### config.mk
export PLATFORM = sky130hd
export DESIGN_NAME = hazard_mem_ctrl
export DESIGN_NICKNAME = d
export VERILOG_FILES = /design/src/rtl/hazard_mem_ctrl_pkg.sv /design/src/rtl/hazard_mem_ctrl_forward_unit.sv /design/src/rtl/hazard_mem_ctrl.sv
export SDC_FILE = /design/constraint.sdc
export NUM_CORES = 1
export LEC_CHECK = 0
export CORE_MARGIN = 1
export CORE_UTILIZATION = 39
export DETAILED_ROUTE_END_ITERATION = 16
export GPL_TIMING_DRIVEN = 0
export PLACE_DENSITY = 0.74
export SLEW_MARGIN = 40
export SYNTH_ARGS = -nofsm -noshare
export SYNTH_HDL_FRONTEND = slang
export SYNTH_SLANG_ARGS = --single-unit
export TNS_END_PERCENT = 50
### constraint.sdc
create_clock -name clock -period 3.25 [get_ports clock]
set_input_delay 0.975 -clock clock [delete_from_list [all_inputs] [get_ports clock]]
set_output_delay 0.975 -clock clock [all_outputs]
set_load 0.05 [all_outputs]
### src/rtl/hazard_mem_ctrl_pkg.sv
// Shared types and constants for the pipeline hazard / data-memory controller.
// Includes the register-match helper used by both hazard and forwarding logic.
package hazard_mem_ctrl_pkg;

  typedef enum logic {
    ST_IDLE = 1'b0,
    ST_WAIT = 1'b1
  } mem_state_e;

  localparam logic [1:0] FWD_RF = 2'b00;
  localparam logic [1:0] FWD_W  = 2'b01;
  localparam logic [1:0] FWD_M  = 2'b10;

  localparam logic [4:0] REG_ZERO = 5'd0;

  // $0 is hard-wired, so a write to it never creates a dependency.
  function automatic logic reg_match(input logic       wr_en,
                                     input logic [4:0] wr_reg,
                                     input logic [4:0] src);
    return wr_en && (wr_reg != REG_ZERO) && (wr_reg == src);
  endfunction

endpackage

### src/rtl/hazard_mem_ctrl_forward_unit.sv
// Combinational forwarding selects for the EX ALU operands and the ID branch
// comparator. The M stage result takes priority over the W stage result.
module hazard_mem_ctrl_forward_unit
  import hazard_mem_ctrl_pkg::*;
(
  input  logic [4:0] RsD,
  input  logic [4:0] RtD,
  input  logic [4:0] RsE,
  input  logic [4:0] RtE,
  input  logic [4:0] WriteRegM,
  input  logic       RegWriteM,
  input  logic [4:0] WriteRegW,
  input  logic       RegWriteW,
  output logic [1:0] fwd_ae,
  output logic [1:0] fwd_be,
  output logic       fwd_ad,
  output logic       fwd_bd
);

  always_comb begin
    fwd_ae = FWD_RF;
    if (reg_match(RegWriteM, WriteRegM, RsE)) begin
      fwd_ae = FWD_M;
    end else if (reg_match(RegWriteW, WriteRegW, RsE)) begin
      fwd_ae = FWD_W;
    end

    fwd_be = FWD_RF;
    if (reg_match(RegWriteM, WriteRegM, RtE)) begin
      fwd_be = FWD_M;
    end else if (reg_match(RegWriteW, WriteRegW, RtE)) begin
      fwd_be = FWD_W;
    end

    fwd_ad = reg_match(RegWriteM, WriteRegM, RsD);
    fwd_bd = reg_match(RegWriteM, WriteRegM, RtD);
  end

endmodule

### src/rtl/hazard_mem_ctrl.sv
// Pipeline hazard controller: stall/flush/forward selects plus the data-memory
// req/ready sequencer, a saturating stall-cycle counter and a sticky timeout.
module hazard_mem_ctrl
  import hazard_mem_ctrl_pkg::*;
#(
  parameter int MAX_WAIT = 15,
  parameter int CNT_W    = 16
) (
  input  logic             clock,
  input  logic             reset_n,
  input  logic [4:0]       RsD,
  input  logic [4:0]       RtD,
  input  logic             BranchD,
  input  logic [4:0]       RsE,
  input  logic [4:0]       RtE,
  input  logic [4:0]       WriteRegE,
  input  logic             RegWriteE,
  input  logic             MemtoRegE,
  input  logic [4:0]       WriteRegM,
  input  logic             RegWriteM,
  input  logic             MemtoRegM,
  input  logic             MemWriteM,
  input  logic [4:0]       WriteRegW,
  input  logic             RegWriteW,
  input  logic             dmem_ready,
  output logic             dmem_req,
  output logic             StallF,
  output logic             StallD,
  output logic             StallE,
  output logic             StallM,
  output logic             FlushE,
  output logic             BubbleW,
  output logic [1:0]       ForwardAE,
  output logic [1:0]       ForwardBE,
  output logic             ForwardAD,
  output logic             ForwardBD,
  output logic             mem_timeout,
  output logic [CNT_W-1:0] stall_cycles,
  output mem_state_e       dbg_state
);

  localparam int              WC_W    = $clog2(MAX_WAIT + 1);
  localparam logic [WC_W-1:0] WC_MAX  = WC_W'(MAX_WAIT);
  localparam logic [WC_W-1:0] WC_ONE  = WC_W'(1);
  localparam logic [CNT_W-1:0] CNT_ONE = CNT_W'(1);

  mem_state_e       state_q, state_d;
  logic [WC_W-1:0]  wait_cnt_q, wait_cnt_d;
  logic             timeout_q, timeout_d;
  logic [CNT_W-1:0] stall_cnt_q, stall_cnt_d;

  logic       acc, mem_stall, lwstall, brstall, haz_stall;
  logic [1:0] fwd_ae, fwd_be;
  logic       fwd_ad, fwd_bd;

  assign acc = MemtoRegM || MemWriteM;

  assign lwstall = MemtoRegE &&
                   (reg_match(RegWriteE, WriteRegE, RsD) ||
                    reg_match(RegWriteE, WriteRegE, RtD));

  assign brstall = BranchD &&
                   (reg_match(RegWriteE, WriteRegE, RsD) ||
                    reg_match(RegWriteE, WriteRegE, RtD) ||
                    reg_match(MemtoRegM, WriteRegM, RsD) ||
                    reg_match(MemtoRegM, WriteRegM, RtD));

  assign haz_stall = lwstall || brstall;

  hazard_mem_ctrl_forward_unit u_forward_unit (
    .RsD       (RsD),
    .RtD       (RtD),
    .RsE       (RsE),
    .RtE       (RtE),
    .WriteRegM (WriteRegM),
    .RegWriteM (RegWriteM),
    .WriteRegW (WriteRegW),
    .RegWriteW (RegWriteW),
    .fwd_ae    (fwd_ae),
    .fwd_be    (fwd_be),
    .fwd_ad    (fwd_ad),
    .fwd_bd    (fwd_bd)
  );

  always_ff @(posedge clock or negedge reset_n) begin
    if (!reset_n) begin
      state_q     <= ST_IDLE;
      wait_cnt_q  <= '0;
      timeout_q   <= 1'b0;
      stall_cnt_q <= '0;
    end else begin
      state_q     <= state_d;
      wait_cnt_q  <= wait_cnt_d;
      timeout_q   <= timeout_d;
      stall_cnt_q <= stall_cnt_d;
    end
  end

  // wait_cnt holds the index of the current WAIT cycle (1 on the first one).
  always_comb begin
    state_d    = state_q;
    wait_cnt_d = wait_cnt_q;
    case (state_q)
      ST_IDLE: begin
        if (acc && !dmem_ready) begin
          state_d    = ST_WAIT;
          wait_cnt_d = WC_ONE;
        end
      end
      ST_WAIT: begin
        if (dmem_ready) begin
          state_d    = ST_IDLE;
          wait_cnt_d = '0;
        end else if (wait_cnt_q != WC_MAX) begin
          wait_cnt_d = wait_cnt_q + WC_ONE;
        end
      end
      default: begin
        state_d    = ST_IDLE;
        wait_cnt_d = '0;
      end
    endcase
    timeout_d   = timeout_q || ((state_d == ST_WAIT) && (wait_cnt_d == WC_MAX));
    stall_cnt_d = (StallF && (stall_cnt_q != '1)) ? stall_cnt_q + CNT_ONE : stall_cnt_q;
  end

  // Reset forces the bubble/flush pattern regardless of the live inputs.
  always_comb begin
    mem_stall = (state_q == ST_WAIT) ? !dmem_ready : (acc && !dmem_ready);
    dmem_req  = 1'b0;
    StallF    = 1'b0;
    StallD    = 1'b0;
    StallE    = 1'b0;
    StallM    = 1'b0;
    FlushE    = 1'b1;
    BubbleW   = 1'b1;
    ForwardAE = FWD_RF;
    ForwardBE = FWD_RF;
    ForwardAD = 1'b0;
    ForwardBD = 1'b0;
    if (reset_n) begin
      dmem_req  = acc || (state_q == ST_WAIT);
      StallF    = mem_stall || haz_stall;
      StallD    = mem_stall || haz_stall;
      StallE    = mem_stall;
      StallM    = mem_stall;
      FlushE    = !mem_stall && haz_stall;
      BubbleW   = mem_stall;
      ForwardAE = fwd_ae;
      ForwardBE = fwd_be;
      ForwardAD = fwd_ad;
      ForwardBD = fwd_bd;
    end
  end

  assign mem_timeout  = timeout_q;
  assign stall_cycles = stall_cnt_q;
  assign dbg_state    = state_q;

endmodule

==> reports/qor.json, run 1 <==
{
  "setup_path": {
    "critical_path.endpoint_type": "primary output",
    "crit_required_ns": 2.27,
    "cp_num_buf_inv": 3,
    "timing.critical_path.fanout_max": 3,
    "critical_path.reg2reg.endpoint": "stall_cycles[3]",
    "worstPathCellList": "clkdlybuf4s15_2 -> xnor2_2 -> nand3_2 -> o31ai_4 -> a211oi_4 -> nor2b_4 -> buf_6 -> buf_8",
    "family_with_the_most_delay_on_the_worst_path": "buffers and inverters",
    "timing.critical_path.from_type": "input port",
    "crit_cells": 8,
    "worstSetupPathType": "in2out",
    "r2r-start": "stall_cycles[7]",
    "cpMaxStageDelayCell": "o31ai_4",
    "rr_worst_depth": 8,
    "flop_to_flop_setup_slack_ns": 1.32,
    "worst-endpoint-arrival_ns": 2.31,
    "cpPeakStageDelay_ns": 0.30
  },
  "die": {
    "die_w_um": 70.1,
    "initial_utilization_pct": 41.0,
    "fp-row-count": 24,
    "fp.dieH_um": 70.1,
    "number_of_primary_i_o_pins": 76,
    "die_footprint_um2": 4920,
    "floorplan.core_area_um2": 4410
  },
  "global_routing": {
    "grt_start_max_net_pins": 26,
    "grt_pass1_wl_mm": 7.86,
    "gr-total-overflow": 0,
    "antenna_found_initial": 0,
    "first_global_vias": 1651,
    "gr_util_all_layers_pct": 19.8
  },
  "synthesis": {
    "ys_types": 38,
    "synth.top_cells.by_area": "dfrtp_1 30%, xor2_1 18%, xnor2_1 8.2%",
    "synth.net_count": 242,
    "synth_edf_count": 0,
    "synth_largest_area_cell": "dfrtp_1",
    "postSynth.asyncResetShare_pct": 100,
    "synthDominantCellAreaShare_pct": 30.4,
    "synth_ff_type": "dfrtp_1",
    "synthesis.area_per_instance_um2": 9.28,
    "netlist_instances": 195,
    "mappedNetlistArea_um2": 1810,
    "postSynthRegisterBits": 22,
    "ys_warn_count": 0,
    "yosysSeqAreaShare_pct": 30.4
  },
  "min_path": {
    "timing.hold.worst_endpoint": "mem_timeout",
    "worstHoldPathType": "reg2reg",
    "min-delay-start": "mem_timeout",
    "min_path_cells": 2
  },
  "routing": {
    "detail_route.wl_per_cell_um": 14.2,
    "ant_nets": 0,
    "remaining_drc_errors": 0,
    "drt-pass1-iter-count": 4,
    "totalWireLength_mm": 4.70,
    "routed_via_density": 5.09,
    "via_count": 1679,
    "detailedRoute.firstIterationViolations": 55
  },
  "placed_design": {
    "dpl_worst_slack_ns": -1.23,
    "buffer_ports.inserted": 70,
    "place_hpwl_mm": 3.64,
    "gp_congestion": 0.782
  },
  "final_layout": {
    "layout-drive-gt1-share_pct": 35.6,
    "layout.core_utilization_pct": 65.1,
    "register_cell_area_after_layout_um2": 551,
    "fill_cells": 371,
    "number_of_antenna_diodes": 0,
    "syn_to_final_growth_pct": 58.7,
    "multiInputGateArea_um2": 1370,
    "design.final.nets": 326
  },
  "run": {
    "drv.max_cap_violation_count": 0
  },
  "run_status": {
    "status": "finished, violations left",
    "failed_checks": "negative setup slack"
  },
  "clocking": {
    "tritoncts": "yes",
    "h-tree-depth": 1,
    "clock_insertion_delay_worst_skew_ns": 0.26,
    "cts_max_path_buffers": 2,
    "cts_buffers": 3,
    "ctsRootBufferMaster": "clkbuf_8",
    "cts.reportedPaths.clkPinSlew_ns": 0.08,
    "tritoncts_num_sinks": 22
  },
  "timing": {
    "final_setup_margin_ns": -0.0334,
    "final_hold_viol_count": 0,
    "maxSlewHeadroom_pct": 66.5,
    "timing_worst_slew_pin_value_ns": 0.501,
    "min_period_ns": 3.28,
    "setup_repair_after_global_routing_missed_its_margin": "true",
    "clock.fmax_ghz": 0.305,
    "finalClockSkew_ns": 0.00270,
    "slew_violations": 0,
    "period_share_pct": 101,
    "report.final.setup_viol": 2
  },
  "power_and_ir_drop": {
    "p_leak_nw": 1.27,
    "finalPower_mw": 1.11,
    "ir_drop_mv": 0.667,
    "power.density_cell_area_nw_per_um2": 385
  }
}
what timing repair did:
| action | 4_1_cts | 5_1_grt |
|---|---|---|
| setup buffers | 8 | 2 |
| cloned | 0 | 0 |
| hold buffers | 0 | 0 |
| pin swaps | 28 | 14 |
| endpoints found under the setup margin | 13 | 10 |
| gates resized for setup | 188 | 31 |
state kept, by name, indices dropped and copies added (netlist names):
register,flops
dbg_state,1
stall_cycles,16
mem_timeout,1
wait_cnt_q,4
layout by cell type, fill, tap and decap left out, types with 3 or more instances in the layout:
| master | n |
|---|---|
| clkdlybuf4s50_1 | 23 |
| nand3_1 | 14 |
| clkbuf_2 | 3 |
| buf_2 | 12 |
| xnor2_2 | 6 |
| buf_12 | 3 |
| and3_1 | 4 |
| nor2b_1 | 3 |
| nor2_1 | 10 |
| buf_4 | 16 |
| xor2_1 | 36 |
| nand4_1 | 4 |
| nor3_1 | 4 |
| xnor2_1 | 10 |
| dfrtp_1 | 22 |
| nand2_1 | 8 |
| and2_1 | 5 |
| clkdlybuf4s15_2 | 3 |
| clkbuf_8 | 3 |
| buf_6 | 13 |
| nor4_4 | 4 |
| dlygate4sd2_1 | 10 |
| clkdlybuf4s15_1 | 3 |
| a21oi_1 | 4 |
| nor3_2 | 12 |
area by class of cell:
| cell class | count | share of cell area [%] |
|---|---|---|
| tap | 52 | 2.26 |
| buffer | 9 | 3.35 |
| inverter | 1 | 0.131 |
| clock buffer | 3 | 1.44 |
| clock inverter | 1 | 1.04 |
| sequential | 22 | 19.2 |
| timing repair buffer | 80 | 25.1 |
| multi-input combinational | 162 | 47.5 |
worst max path at each step:
stage / startpoint / to / slack, ns
floorplan: WriteRegM[4] / FlushE / -0.25
global placement: reset_n / ForwardAE[0] / -1.85
detailed placement: RsD[4] / StallF / -1.23
CTS: WriteRegM[0] / StallF / -0.06
global route: WriteRegE[2] / StallF / -0.11
finish: WriteRegE[2] / StallF / -0.03
cell usage after synthesis (4+ instances only):
library cell / number
nand4_1: 4
and2_1: 5
o21ai_0: 4
nor2b_1: 4
xor2_1: 37
dfrtp_1: 22
nand3_1: 16
nor2_1: 11
nor4_1: 6
nor3_1: 6
a21oi_1: 6
xnor2_1: 17
nor3_2: 10
buf_6: 4
and3_1: 4
nand2_1: 9
where the power goes:
part	total (mW)	switching (mW)	internal, mW	leakage [nW]
combinational	0.493	0.293	0.200	0.948
sequential	0.363	0.0508	0.312	0.288
clock	0.251	0.0869	0.164	0.0357
worst reg2reg max path, delay by kind of cell, from the launching register on:
family                 cells  cell delay (ns)
XOR/XNOR                   1             0.17
buffers and inverters      1             0.20
flip-flops                 1             0.41
AND/OR/NAND/NOR            6             1.06
kinds of logic after synthesis:
| logic type | count (synthesis) | synth area share, % |
|---|---|---|
| fa+ha+maj | 2 | 1.38 |
| xor+xnor | 54 | 26.1 |
| buf+inv | 11 | 4.70 |
| flops | 22 | 30.4 |
| compound gates | 17 | 7.46 |
| simple gates | 86 | 28.1 |
| mux | 3 | 1.80 |
per-stage QoR:
stage / cells / hold slack (ns) / area, um^2 / TNS (ns)
3_5_place_dp: 317 / 0.453 / 2610 / -11.25
5_1_grt: 330 / 0.495 / 2870 / -0.407
4_1_cts: 329 / 0.474 / 2770 / -0.138
6_report: 330 / 0.467 / 2870 / -0.0578
2_1_floorplan: 195 / 0.508 / 1850 / -0.578
3_3_place_gp: 317 / 0.449 / 2620 / -18.96
metal layers:
| layer | part of all wire (%) | global-route usage, % |
|---|---|---|
| met1 | 44 | 26.3 |
| met2 | 52 | 34.4 |
| met3 | 3.1 | 3.03 |
| met4 | 1.6 | 3.33 |
| met5 | 0 | 0 |
No activity file was read; power rests on OpenSTA's default activity.
==> run 2: changes to the inputs <==
--- a/config.mk
+++ b/config.mk
@@ -5,11 +5,11 @@
 export SDC_FILE = /design/constraint.sdc
 export NUM_CORES = 1
 export LEC_CHECK = 0
-export CORE_MARGIN = 1
-export CORE_UTILIZATION = 39
+export CORE_MARGIN = 4
+export CORE_UTILIZATION = 40
 export DETAILED_ROUTE_END_ITERATION = 16
 export GPL_TIMING_DRIVEN = 0
-export PLACE_DENSITY = 0.74
+export PLACE_DENSITY = 0.73
 export SLEW_MARGIN = 40
 export SYNTH_ARGS = -nofsm -noshare
 export SYNTH_HDL_FRONTEND = slang
==> constraint.sdc (replaced) <==
create_clock -name clock -period 3.4 [get_ports clock]
set_input_delay 1.02 -clock clock [delete_from_list [all_inputs] [get_ports clock]]
set_output_delay 1.02 -clock clock [all_outputs]
set_load 0.05 [all_outputs]
==> run 2 against run 1 <==
Compared with the run above: the flow still finishes with violations (negative setup slack); critical path depth is 3 lower; largest cell class unchanged; cell count decreased by 2.1%; global-route usage is 1.8 points lower; flip-flop and latch count unchanged; highest routed layer unchanged; clock power down 37%; register-to-register slack improved by 0.15 ns.
==> reports/qor.json, run 2 (same netlist as run 1, synthesis figures left out) <==
{
  "final_layout": {
    "syn_to_final_growth_pct": 48.4,
    "number_of_flip_flops_in_the_largest_register": {"value": 16, "change": "unchanged"},
    "number_of_antenna_diodes": {"value": 0, "change": "unchanged"},
    "design.final.nets": {"value": 320, "change": "-1.8%"},
    "layout-drive-gt1-share": {"value": 29.5, "unit": "%", "change": "-6.1 points"},
    "finalInstanceArea": {"value": 2690, "unit": "um^2", "change": "-6.5%"},
    "final_cells": {"value": 323, "change": "-2.1%"},
    "layout_commonest_cell": "xor2_1",
    "commonest_cells_after_routing_fill_and_taps_aside": "34 x xor2_1, 24 x clkdlybuf4s50_1, 22 x dfrtp_1"
  },
  "routing": {
    "detail_route.wl_per_cell": {"value": 15.3, "unit": "um", "change": "+7.1%"},
    "ant_nets": {"value": 0, "change": "unchanged"},
    "detailedRoute.firstIterationViolations": {"value": 62, "change": "+13%"},
    "drt-pass1-iter-count": {"value": 4, "change": "unchanged"},
    "via_count": {"value": 1702, "change": "+1.4%"},
    "routed_via_density": {"value": 5.27, "change": "+3.6%"},
    "remaining_drc_errors": {"value": 0, "change": "unchanged"},
    "totalWireLength": {"value": 4.93, "unit": "mm", "change": "+4.9%"}
  },
  "setup_path": {
    "timing.critical_path.fanout_max": {"value": 3, "change": "unchanged"},
    "worst_setup_path_startpoint": "WriteRegW[3]",
    "cpPeakStageDelay": {"value": 0.55, "unit": "ns", "change": "+0.25 ns"},
    "timing.critical_path.from_type": "input port",
    "critical_path.reg2reg.endpoint": "stall_cycles[3]",
    "worst-endpoint-arrival": {"value": 2.39, "unit": "ns", "change": "+0.08 ns"},
    "flop_to_flop_setup_slack": {"value": 1.47, "unit": "ns", "change": "+0.15 ns"},
    "worstPathCellList": "clkdlybuf4s15_2 -> xor2_1 -> or4_4 -> nor4_4 -> buf_6",
    "r2r-start": "stall_cycles[6]",
    "worstSetupPathType": "in2out",
    "rr_worst_depth": {"value": 8, "change": "unchanged"},
    "cp-endpoint": "ForwardBE[0]",
    "crit_required": {"value": 2.38, "unit": "ns", "change": "+0.11 ns"},
    "cpMaxStageDelayCell": "or4_4",
    "critical_path.endpoint_type": "primary output"
  },
  "timing": {
    "finalClockSkew": {"value": 0.00118, "unit": "ns", "change": "-0.00152 ns"},
    "hold_ws": {"value": 0.478, "unit": "ns", "change": "+0.0112 ns"},
    "report.final.setup_viol": {"value": 1, "change": "-1"},
    "clock.fmax_ghz": 0.293,
    "final_setup_margin": {"value": -0.0147, "unit": "ns", "change": "+0.0188 ns"},
    "setup_repair_after_global_routing_missed_its_margin": "true",
    "period_share_pct": 100,
    "final_hold_viol_count": {"value": 0, "change": "unchanged"},
    "min_period_ns": 3.41,
    "timing_worst_slew_pin_value": {"value": 0.506, "unit": "ns", "change": "+0.00484 ns"},
    "slew_violations": {"value": 0, "change": "unchanged"},
    "maxSlewHeadroom": {"value": 66.2, "unit": "%", "change": "-0.32 points"}
  },
  "placed_design": {
    "gp_congestion": {"value": 0.843, "change": "+7.9%"},
    "dpl_worst_slack": {"value": -1.21, "unit": "ns", "change": "+0.0151 ns"},
    "numPlacedInstances": {"value": 317, "change": "unchanged"},
    "place_area": {"value": 2610, "unit": "um^2", "change": "unchanged"},
    "place_hpwl": {"value": 3.98, "unit": "mm", "change": "+9.5%"},
    "buffer_ports.inserted": {"value": 70, "change": "unchanged"}
  },
  "die": {
    "die_w": {"value": 75.3, "unit": "um", "change": "+7.3%"},
    "number_of_primary_i_o_pins": {"value": 76, "change": "unchanged"},
    "die_footprint": {"value": 5670, "unit": "um^2", "change": "+15%"},
    "fp.dieH": {"value": 75.3, "unit": "um", "change": "+7.3%"},
    "initial_utilization": {"value": 41.6, "unit": "%", "change": "+0.57 points"},
    "fp-row-count": {"value": 24, "change": "unchanged"},
    "floorplan.core_area": {"value": 4350, "unit": "um^2", "change": "-1.4%"}
  },
  "clocking": {
    "cts_max_path_buffers": {"value": 2, "change": "unchanged"},
    "h-tree-depth": {"value": 1, "change": "unchanged"},
    "cts.reportedPaths.clkPinSlew": {"value": 0.07, "unit": "ns", "change": "about the same"},
    "clock_insertion_delay_worst_skew": {"value": 0.26, "unit": "ns", "change": "about the same"},
    "cts_buffers": {"value": 3, "change": "unchanged"},
    "cts-hold-fix-buffers": {"value": 0, "change": "unchanged"},
    "tritoncts": "yes",
    "ctsRootBufferMaster": "clkbuf_8",
    "tritoncts_num_sinks": {"value": 22, "change": "unchanged"}
  },
  "run": {
    "drv.max_cap_violation_count": {"value": 0, "change": "unchanged"}
  },
  "power_and_ir_drop": {
    "power.density_cell_area": {"value": 354, "unit": "nW/um^2", "change": "-8.0%"},
    "ir_drop": {"value": 0.253, "unit": "mV", "change": "-62%"},
    "p_leak": {"value": 1.18, "unit": "nW", "change": "-7.2%"}
  },
  "global_routing": {
    "grt_pass1_wl": {"value": 7.93, "unit": "mm", "change": "+0.88%"},
    "grt_start_max_net_pins": {"value": 26, "change": "unchanged"},
    "first_global_vias": {"value": 1751, "change": "+6.1%"},
    "antenna_found_initial": {"value": 0, "change": "unchanged"},
    "gr_util_all_layers": {"value": 18.0, "unit": "%", "change": "-1.8 points"},
    "gr-total-overflow": {"value": 0, "change": "unchanged"}
  },
  "run_status": {
    "status": "finished, violations left",
    "failed_checks": "negative setup slack"
  },
  "min_path": {
    "worstHoldPathType": "reg2reg"
  }
}
==> run 2: worst max-delay path: cells and delay by family <==
kind	cells	cell delay, ns
XOR/XNOR	1	0.17
buffers and inverters	2	0.42
AND/OR/NAND/NOR	2	0.79
==> run 2: worst min path at each step <==
stage	start	to	slack (ns)	depth (start not counted)
after global routing	mem_timeout	mem_timeout	0.51	2
after detailed placement	mem_timeout	mem_timeout	0.47	2
after CTS	mem_timeout	mem_timeout	0.49	2
after floorplan	wait_cnt_q[1]	wait_cnt_q[1]	0.51	1
final	mem_timeout	mem_timeout	0.48	2
after global placement	mem_timeout	mem_timeout	0.45	2
==> run 2: power breakdown <==
part | internal [mW] | leakage (nW) | switching (mW)
sequential | 0.298 | 0.288 | 0.0463
clock | 0.0790 | 0.0216 | 0.0783
combinational | 0.173 | 0.870 | 0.276
total | 0.551 | 1.18 | 0.401
==> run 2: cell type report <==
cell class | count | area, um^2
sequential | 22 | 551
fill | 386 | 1670
clock buffer | 3 | 41.3
multi-input combinational | 162 | 1300
inverter | 1 | 3.75
timing repair buffer | 74 | 646
tap | 52 | 65.1
buffer | 9 | 78.8
==> run 2: what timing repair did <==
item	4_1_cts	5_1_grt
pin swaps	24	13
hold endpoints to repair	0	0
gates resized for setup	158	17
setup buffers	3	1
setup endpoints to repair	13	11
==> run 2: through the flow <==
stage          util [%]  total power [mW]  setup TNS (ns)
2_1_floorplan         -             0.624          -0.371
3_3_place_gp       60.1             0.795          -17.98
3_5_place_dp       60.0             0.803          -10.75
4_1_cts            61.1             0.962         -0.0461
5_1_grt            61.7              1.01         -0.0679
6_report           61.7             0.952         -0.0147
==> run 2: metal layers <==
| layer | global-route usage, % | share of wire [%] | vias up | wire (um) |
|---|---|---|---|---|
| met5 | 0 | 0 | - | 0 |
| met4 | 5.24 | 2.0 | 0 | 97 |
| met3 | 2.27 | 4.4 | 9 | 219 |
| met2 | 32.6 | 52 | 43 | 2540 |
| met1 | 22.2 | 42 | 824 | 2070 |
| li1 | - | - | 826 | - |
